<file path="config.mk">
export PLATFORM = sky130hd
export DESIGN_NAME = mux4_rr_arbiter
export DESIGN_NICKNAME = d
export VERILOG_FILES = /design/src/rtl/mux4_rr_arbiter.sv
export SDC_FILE = /design/constraint.sdc
export NUM_CORES = 1
export LEC_CHECK = 0
export CORE_MARGIN = 3
export CORE_UTILIZATION = 54
export DETAILED_ROUTE_END_ITERATION = 10
export PLACE_DENSITY = 0.81
export SETUP_SLACK_MARGIN = 0.5
export SLEW_MARGIN = 20
export SYNTH_ARGS = -nofsm -noshare
export SYNTH_HDL_FRONTEND = slang
export SYNTH_SLANG_ARGS = --single-unit
</file>
<file path="constraint.sdc">
create_clock -name clk -period 3.2 [get_ports clk]
set_clock_uncertainty 0.15 [all_clocks]
set_input_delay 0.64 -clock clk [delete_from_list [all_inputs] [get_ports clk]]
set_output_delay 0.64 -clock clk [all_outputs]
set_load 0.01 [all_outputs]
</file>
<file path="src/rtl/mux4_rr_arbiter.sv">
// Round-robin arbiter that owns the select lines of a shared 4:1 mux.
// An owner keeps the mux until it releases or, when others wait, until MAX_HOLD busy cycles pass; every handover has a one-cycle dead gap.
module mux4_rr_arbiter #(
  parameter int MAX_HOLD = 8,
  parameter int HOLD_W   = 4
) (
  input  logic       clk,
  input  logic       rst_n,
  input  logic [3:0] req,
  output logic [3:0] grant,
  output logic [1:0] sel,
  output logic       busy,
  output logic       preempt
);

  typedef enum logic {IDLE, BUSY} state_e;

  localparam logic [HOLD_W-1:0] MAX_HOLD_C = HOLD_W'(MAX_HOLD);

  state_e            state_q, state_d;
  logic [3:0]        grant_q, grant_d;
  logic [1:0]        sel_q, sel_d;
  logic [1:0]        ptr_q, ptr_d;
  logic [HOLD_W-1:0] cnt_q, cnt_d;
  logic              preempt_q, preempt_d;

  logic       win_valid;
  logic [1:0] win_idx;
  logic       owner_req;
  logic       others_waiting;

  // Cyclic search from ptr: iterating downwards lets the nearest requester overwrite farther ones.
  always_comb begin
    win_valid = 1'b0;
    win_idx   = ptr_q;
    for (int k = 3; k >= 0; k--) begin
      if (req[ptr_q + 2'(k)]) begin
        win_valid = 1'b1;
        win_idx   = ptr_q + 2'(k);
      end
    end
  end

  assign owner_req      = req[sel_q];
  assign others_waiting = (req & ~grant_q) != 4'b0000;

  always_comb begin
    // NOTE: every next-state signal gets a default first so no path leaves it unassigned (no latches).
    state_d   = state_q;
    grant_d   = grant_q;
    sel_d     = sel_q;
    ptr_d     = ptr_q;
    cnt_d     = cnt_q;
    preempt_d = 1'b0;
    unique case (state_q)
      IDLE: begin
        if (win_valid) begin
          grant_d = 4'b0001 << win_idx;
          sel_d   = win_idx;
          cnt_d   = HOLD_W'(1);
          state_d = BUSY;
        end
      end
      BUSY: begin
        if (!owner_req ||
            (MAX_HOLD != 0 && cnt_q == MAX_HOLD_C && others_waiting)) begin
          // sel is left alone so the mux stays stable through the dead cycle.
          grant_d   = 4'b0000;
          ptr_d     = sel_q + 2'd1;
          cnt_d     = '0;
          state_d   = IDLE;
          preempt_d = owner_req;
        end else if (cnt_q < MAX_HOLD_C) begin
          cnt_d = cnt_q + HOLD_W'(1);
        end
      end
      default: state_d = IDLE;
    endcase
  end

  // NOTE: sequential state uses non-blocking assignments so all registers update together on the edge.
  always_ff @(posedge clk or negedge rst_n) begin
    if (!rst_n) begin
      state_q   <= IDLE;
      grant_q   <= 4'b0000;
      sel_q     <= 2'b00;
      ptr_q     <= 2'b00;
      cnt_q     <= '0;
      preempt_q <= 1'b0;
    end else begin
      state_q   <= state_d;
      grant_q   <= grant_d;
      sel_q     <= sel_d;
      ptr_q     <= ptr_d;
      cnt_q     <= cnt_d;
      preempt_q <= preempt_d;
    end
  end

  assign grant   = grant_q;
  assign sel     = sel_q;
  assign busy    = (state_q == BUSY);
  assign preempt = preempt_q;

endmodule

</file>
Word level (Yosys, flattened, before mapping)

Cells that the tools add are included.

$add $sub $neg: 5
Multiply operators: 0
Div/mod/pow operators: 0
Order comparisons: 6
Equal/unequal tests: 4
Shift operators: 1
Muxes and demuxes: 30
Bitwise operators: 3
Reductions and logical operators: 8

Operators by type and width:

| operator                                                   | number |
|---|---|
| two-way mux 4 bit                                          | 5 |
| one-hot mux 4 bit (2 select lines)                         | 2 |
| less-than comparator 2 x 3 -> 1 bit, second input constant | 5 |
| two-way mux 1 bit                                          | 13 |
| binary-select mux 1 bit (select 2 bit)                     | 5 |
| two-way mux 2 bit                                          | 4 |
| AND reduction 2 bit                                        | 4 |
| adder 2 x 1 -> 2 bit, second input constant                | 2 |
| adder 2 bit, second input constant                         | 2 |
| adder 4 x 1 -> 4 bit, second input constant                | 1 |
| bitwise AND 4 bit                                          | 1 |
| == test 4 bit, second input constant                       | 1 |
| less-than comparator 4 bit, second input constant          | 1 |
| NOT 4 bit                                                  | 1 |
| nonzero test 4 bit                                         | 1 |
| left shift 1 x 2 -> 4 bit, first input constant            | 1 |
| != test 3 x 1 -> 1 bit, second input constant              | 1 |
| != test 2 x 1 -> 1 bit, second input constant              | 1 |
| != test 2 bit, second input constant                       | 1 |
| one-hot mux 1 bit (2 select lines)                         | 1 |
| logical AND 1 bit                                          | 1 |
| logical NOT 1 bit                                          | 1 |
| logical OR 1 bit                                           | 1 |
| NOT 1 bit                                                  | 1 |

Bits in registers: 14
Bits in latches: 0
Bits in writable memories: 0
ROM bits: 0
Output and inout port bits: 8
Word-level logic and storage cells: 63
Memories kept: 0

Longest topological paths before layout

Depth after elaboration: 10
Depth in mapped cells: 7
Gate-level depth less buffers: 6

Least setup slack after synthesis

No wires, ideal clock.

Path type: input port to flip-flop
From: in req[3]
To: reg ptr_q[1]
Library setup time: 0.127 ns
Data arrival time: 1.719 ns
Data required time: 2.923 ns
Setup slack: 1.204 ns
Cell stages on the path: 5
Buffers on the path: 1
Cells stage by stage: buf_6 -> mux4_2 -> inv_2 -> o21a_2 -> mux2_1

Longest elaborated chain between the ends: 5

Ends and longest elaborated chain:

| what                                                                                 | RTL line | text |
|---|---|---|
| from (decl)                                                                          | 9        | `input logic [3:0] req,` |
| binary-select mux 1 bit (select 2 bit) / bitwise AND 4 bit (equally long branches)   | 44, 45   |  |
| two-way mux 1 bit (implied by the code) / nonzero test 4 bit (equally long branches) | 44, 45   |  |
| logical NOT 1 bit / logical AND 1 bit (equally long branches)                        | 65, 66   |  |
| logical OR 1 bit (*)                                                                 | 65       | `if (!owner_req \|\|` |
| AND reduction 2 bit (no line) (*)                                                    | -        |  |
| to (signal assigned)                                                                 | 94       | `ptr_q <= ptr_d;` |
| to (decl)                                                                            | 23       | `logic [1:0] ptr_q, ptr_d;` |

Every way passes the cells marked *; elsewhere a longest branch is shown, timed or not. The select of a mux whose other input is x is not followed.
A chain may end at the register's enable or synchronous reset.

Worst setup path after layout

Same ends and word-level chain as after synthesis.

==> flow_metrics.tcl <==
set metrics [dict create \
    highest-signal-layer "met4" \
    post_cts.resized_instances 0 \
    setup_repair_after_global_routing_missed_its_margin "no" \
    hold_path.startpoint "grant[2]" \
    drive_gt1_share_pct 8.33 \
    cts.repair_timing.setup_buffer_count 0 \
    ys_seq_area_share_pct 43.8 \
    met3_length_um 105 \
    wl_met1_um 828 \
    detail-route-antenna-nets 0 \
    ys_dominant_reg_cell "dfrtp_1" \
    antenna_cells 0 \
    grt_pass1_vias 599 \
    worst_path_maximum_fanout 11 \
    gp_routability_congestion 0.815 \
    netlist.top_cell.by_area "dfrtp_1" \
    tightest_slew_ns 0.607 \
    holdCritPathClass "reg2reg" \
    instance_count_of_the_mapped_netlist 82 \
    worstPathCellList "clkdlybuf4s50_1 > mux4_2 > inv_2 > o21a_2 > mux2_1" \
    final_period_minus_worst_setup_slack_ns 2.39 \
    path_class "in2reg" \
    clock_sinks 14 \
    r2r-start "sel[1]" \
    drcViolationCount 0 \
    setup_slack_ns 0.811 \
    cts_stage_hold_buffer_count 0 \
    overflow 0 \
    antenna_found_initial 0 \
    crit_path_arrival_time_ns 2.41 \
    ioPinCount 14 \
    path_delay_family "multiplexers" \
    number_of_buffers_between_clock_root_and_the_deepest_sink 2 \
    finalHoldViolCount 0 \
    detail_route.vias_per_cell 6.01 \
    post_synth_net_total 90 \
    floorplan.die.width_um 44.5 \
    cp_data_required_time_ns 3.22 \
    timing.reg2reg.setup_slack_ns 1.28 \
    multi_input_comb_area_um2 399 \
    cts_root_buffer "clkbuf_4" \
    setup-violations-final 0 \
    power_density_nw_per_um2 871 \
    crit_path_start_kind "primary input" \
    worst_setup_path_startpoint "req[3]" \
    yosysMostFrequentCell "dfrtp_1" \
    cts-buffers-inserted 3 \
    synth.top_cells.by_area "dfrtp_1 (44%), nand2_1 (4.7%), ha_1 (3.1%)" \
    end_kind "register" \
    grt_start_max_net_pins 15 \
    yosysWarningCount 0 \
    tns_ns 0 \
    irDropWorstVdd_mv 0.582 \
    insertion_delay_ns 0.28 \
    global_route_wire_length_before_repair_mm 2.81 \
    synth-async-reset-ratio_pct 100 \
    dr.first_iter.drc_count 18 \
    worst_path_largest_cell_delay_ns 0.55 \
    power.leakage_nw 0.422 \
    dieArea_um2 1980 \
    post_synth_edffs 0 \
    route.detailed.wl_per_inst_um 15.2 \
    synth.cells.most_frequent "dfrtp_1 (14), nand2_1 (10), inv_1 (5)" \
    htree_num_levels 1 \
    yosys.area.top_type_share_pct 43.8 \
    pre_cts_ws_ns 0.505 \
    floorplan.core_area_um2 1350 \
    ys_ff_latch 14 \
    route.vias.total 667 \
    numPortBuffers 13 \
    final.period_utilization_pct 74.7 \
    run_status "completed" \
    power_mw 0.834 \
    initial_utilization_pct 59.2 \
    clk_pin_slew_ns 0.08 \
    avgSynthCellArea_um2 9.75 \
    crit_slowest_cell "clkdlybuf4s50_1" \
    layout.nets 105 \
    wl_mm 1.69 \
    areaGrowthSynthToFinish_pct 19.7 \
    slew_viol_final 0 \
    firstDrtPassIters 4 \
    slew_headroom_pct 59.4 \
    fill_cells 110 \
    detailedPlacementHpwl_mm 1.25 \
    tritoncts "done" \
    max_cap_violations 0 \
    post_synth_instance_area_um2 800 \
    die_y_um 44.5 \
    grt_util_all_layers_pct 19.8 \
    critPathBufInv 2 \
    layout.area.seq_um2 350 \
    routed-wl-met2_um 729 \
    post_synth_cell_types 35 \
    core.rowCount 13 \
    fmaxAchievable_ghz 0.419 \
]
[layout make-up]
class,instances,share of cell area [%]
Inverter,6,2.35
Multi-Input combinational cell,59,41.7
Timing Repair Buffer,13,13.6
Tap cell,15,1.96
Sequential cell,14,36.6
Clock buffer,4,3.79
[metrics by stage]
stage                     std cells  util [%]  area [µm²]  hold slack, ns
after floorplan                  82         -         800           0.194
after global placement          107      68.2         921           0.400
after detailed placement        107      68.2         921           0.399
after CTS                       111      70.9         957           0.410
after global routing            111      70.9         957           0.451
final                           111      70.9         957           0.408
[sequential cells by signal, indices dropped and copies added (netlist names)]
name     count
sel          2
cnt_q        4
busy         1
grant        4
ptr_q        2
preempt      1
[tightest hold or removal path, stage by stage (launching register included)]
cell,delay [ns]
dfrtp_1,0.39
nand2_1,0.06
o2bb2ai_1,0.07
[where the power goes]
group / internal, mW / switching, mW / total, mW / leakage [nW]
sequential: 0.245 / 0.0852 / 0.331 / 0.179
combinational: 0.192 / 0.187 / 0.379 / 0.222
clock: 0.0693 / 0.0552 / 0.125 / 0.0210
[layout by cell type (no fill, tap or decap), types with 2 or more instances in the layout]
cell,count
nor2_1,3
nand2_1,10
a21oi_1,4
nor3_1,3
o2bb2ai_1,2
nor2b_1,2
mux2i_1,2
nand2b_1,4
a41oi_1,2
inv_1,5
dfrtp_1,14
clkbuf_4,3
o21ai_0,3
o22ai_1,4
clkdlybuf4s50_1,13
ha_1,2
[logic make-up after synthesis]
kind of cell / Yosys count / synth area share (%)
buffers and inverters: 9 / 6.26
DFF: 14 / 43.8
and+or+nand+nor: 29 / 19.1
muxes: 4 / 6.73
AOI/OAI and AO/OA: 22 / 18.8
adders and majority gates: 2 / 3.13
xor gates and xnor gates: 2 / 2.19
[path summary, 6_finish.rpt]
path	to	cells past startpoint
min	grant[2]	2
max	ptr_q[1]	5
max reg2reg	ptr_q[1]	4
min reg2reg	grant[2]	2
max in group asynchronous	grant[0]	1
min in group asynchronous	grant[1]	1
[layer usage]
| metal | vias to the layer above | global-route usage [%] |
|---|---|---|
| met5 | - | 0 |
| met1 | 322 | 28.1 |
| met2 | 19 | 27.8 |
| met4 | 0 | 7.23 |
| li1 | 322 | - |
| met3 | 4 | 6.50 |
Power figures use the tool's default switching activity.
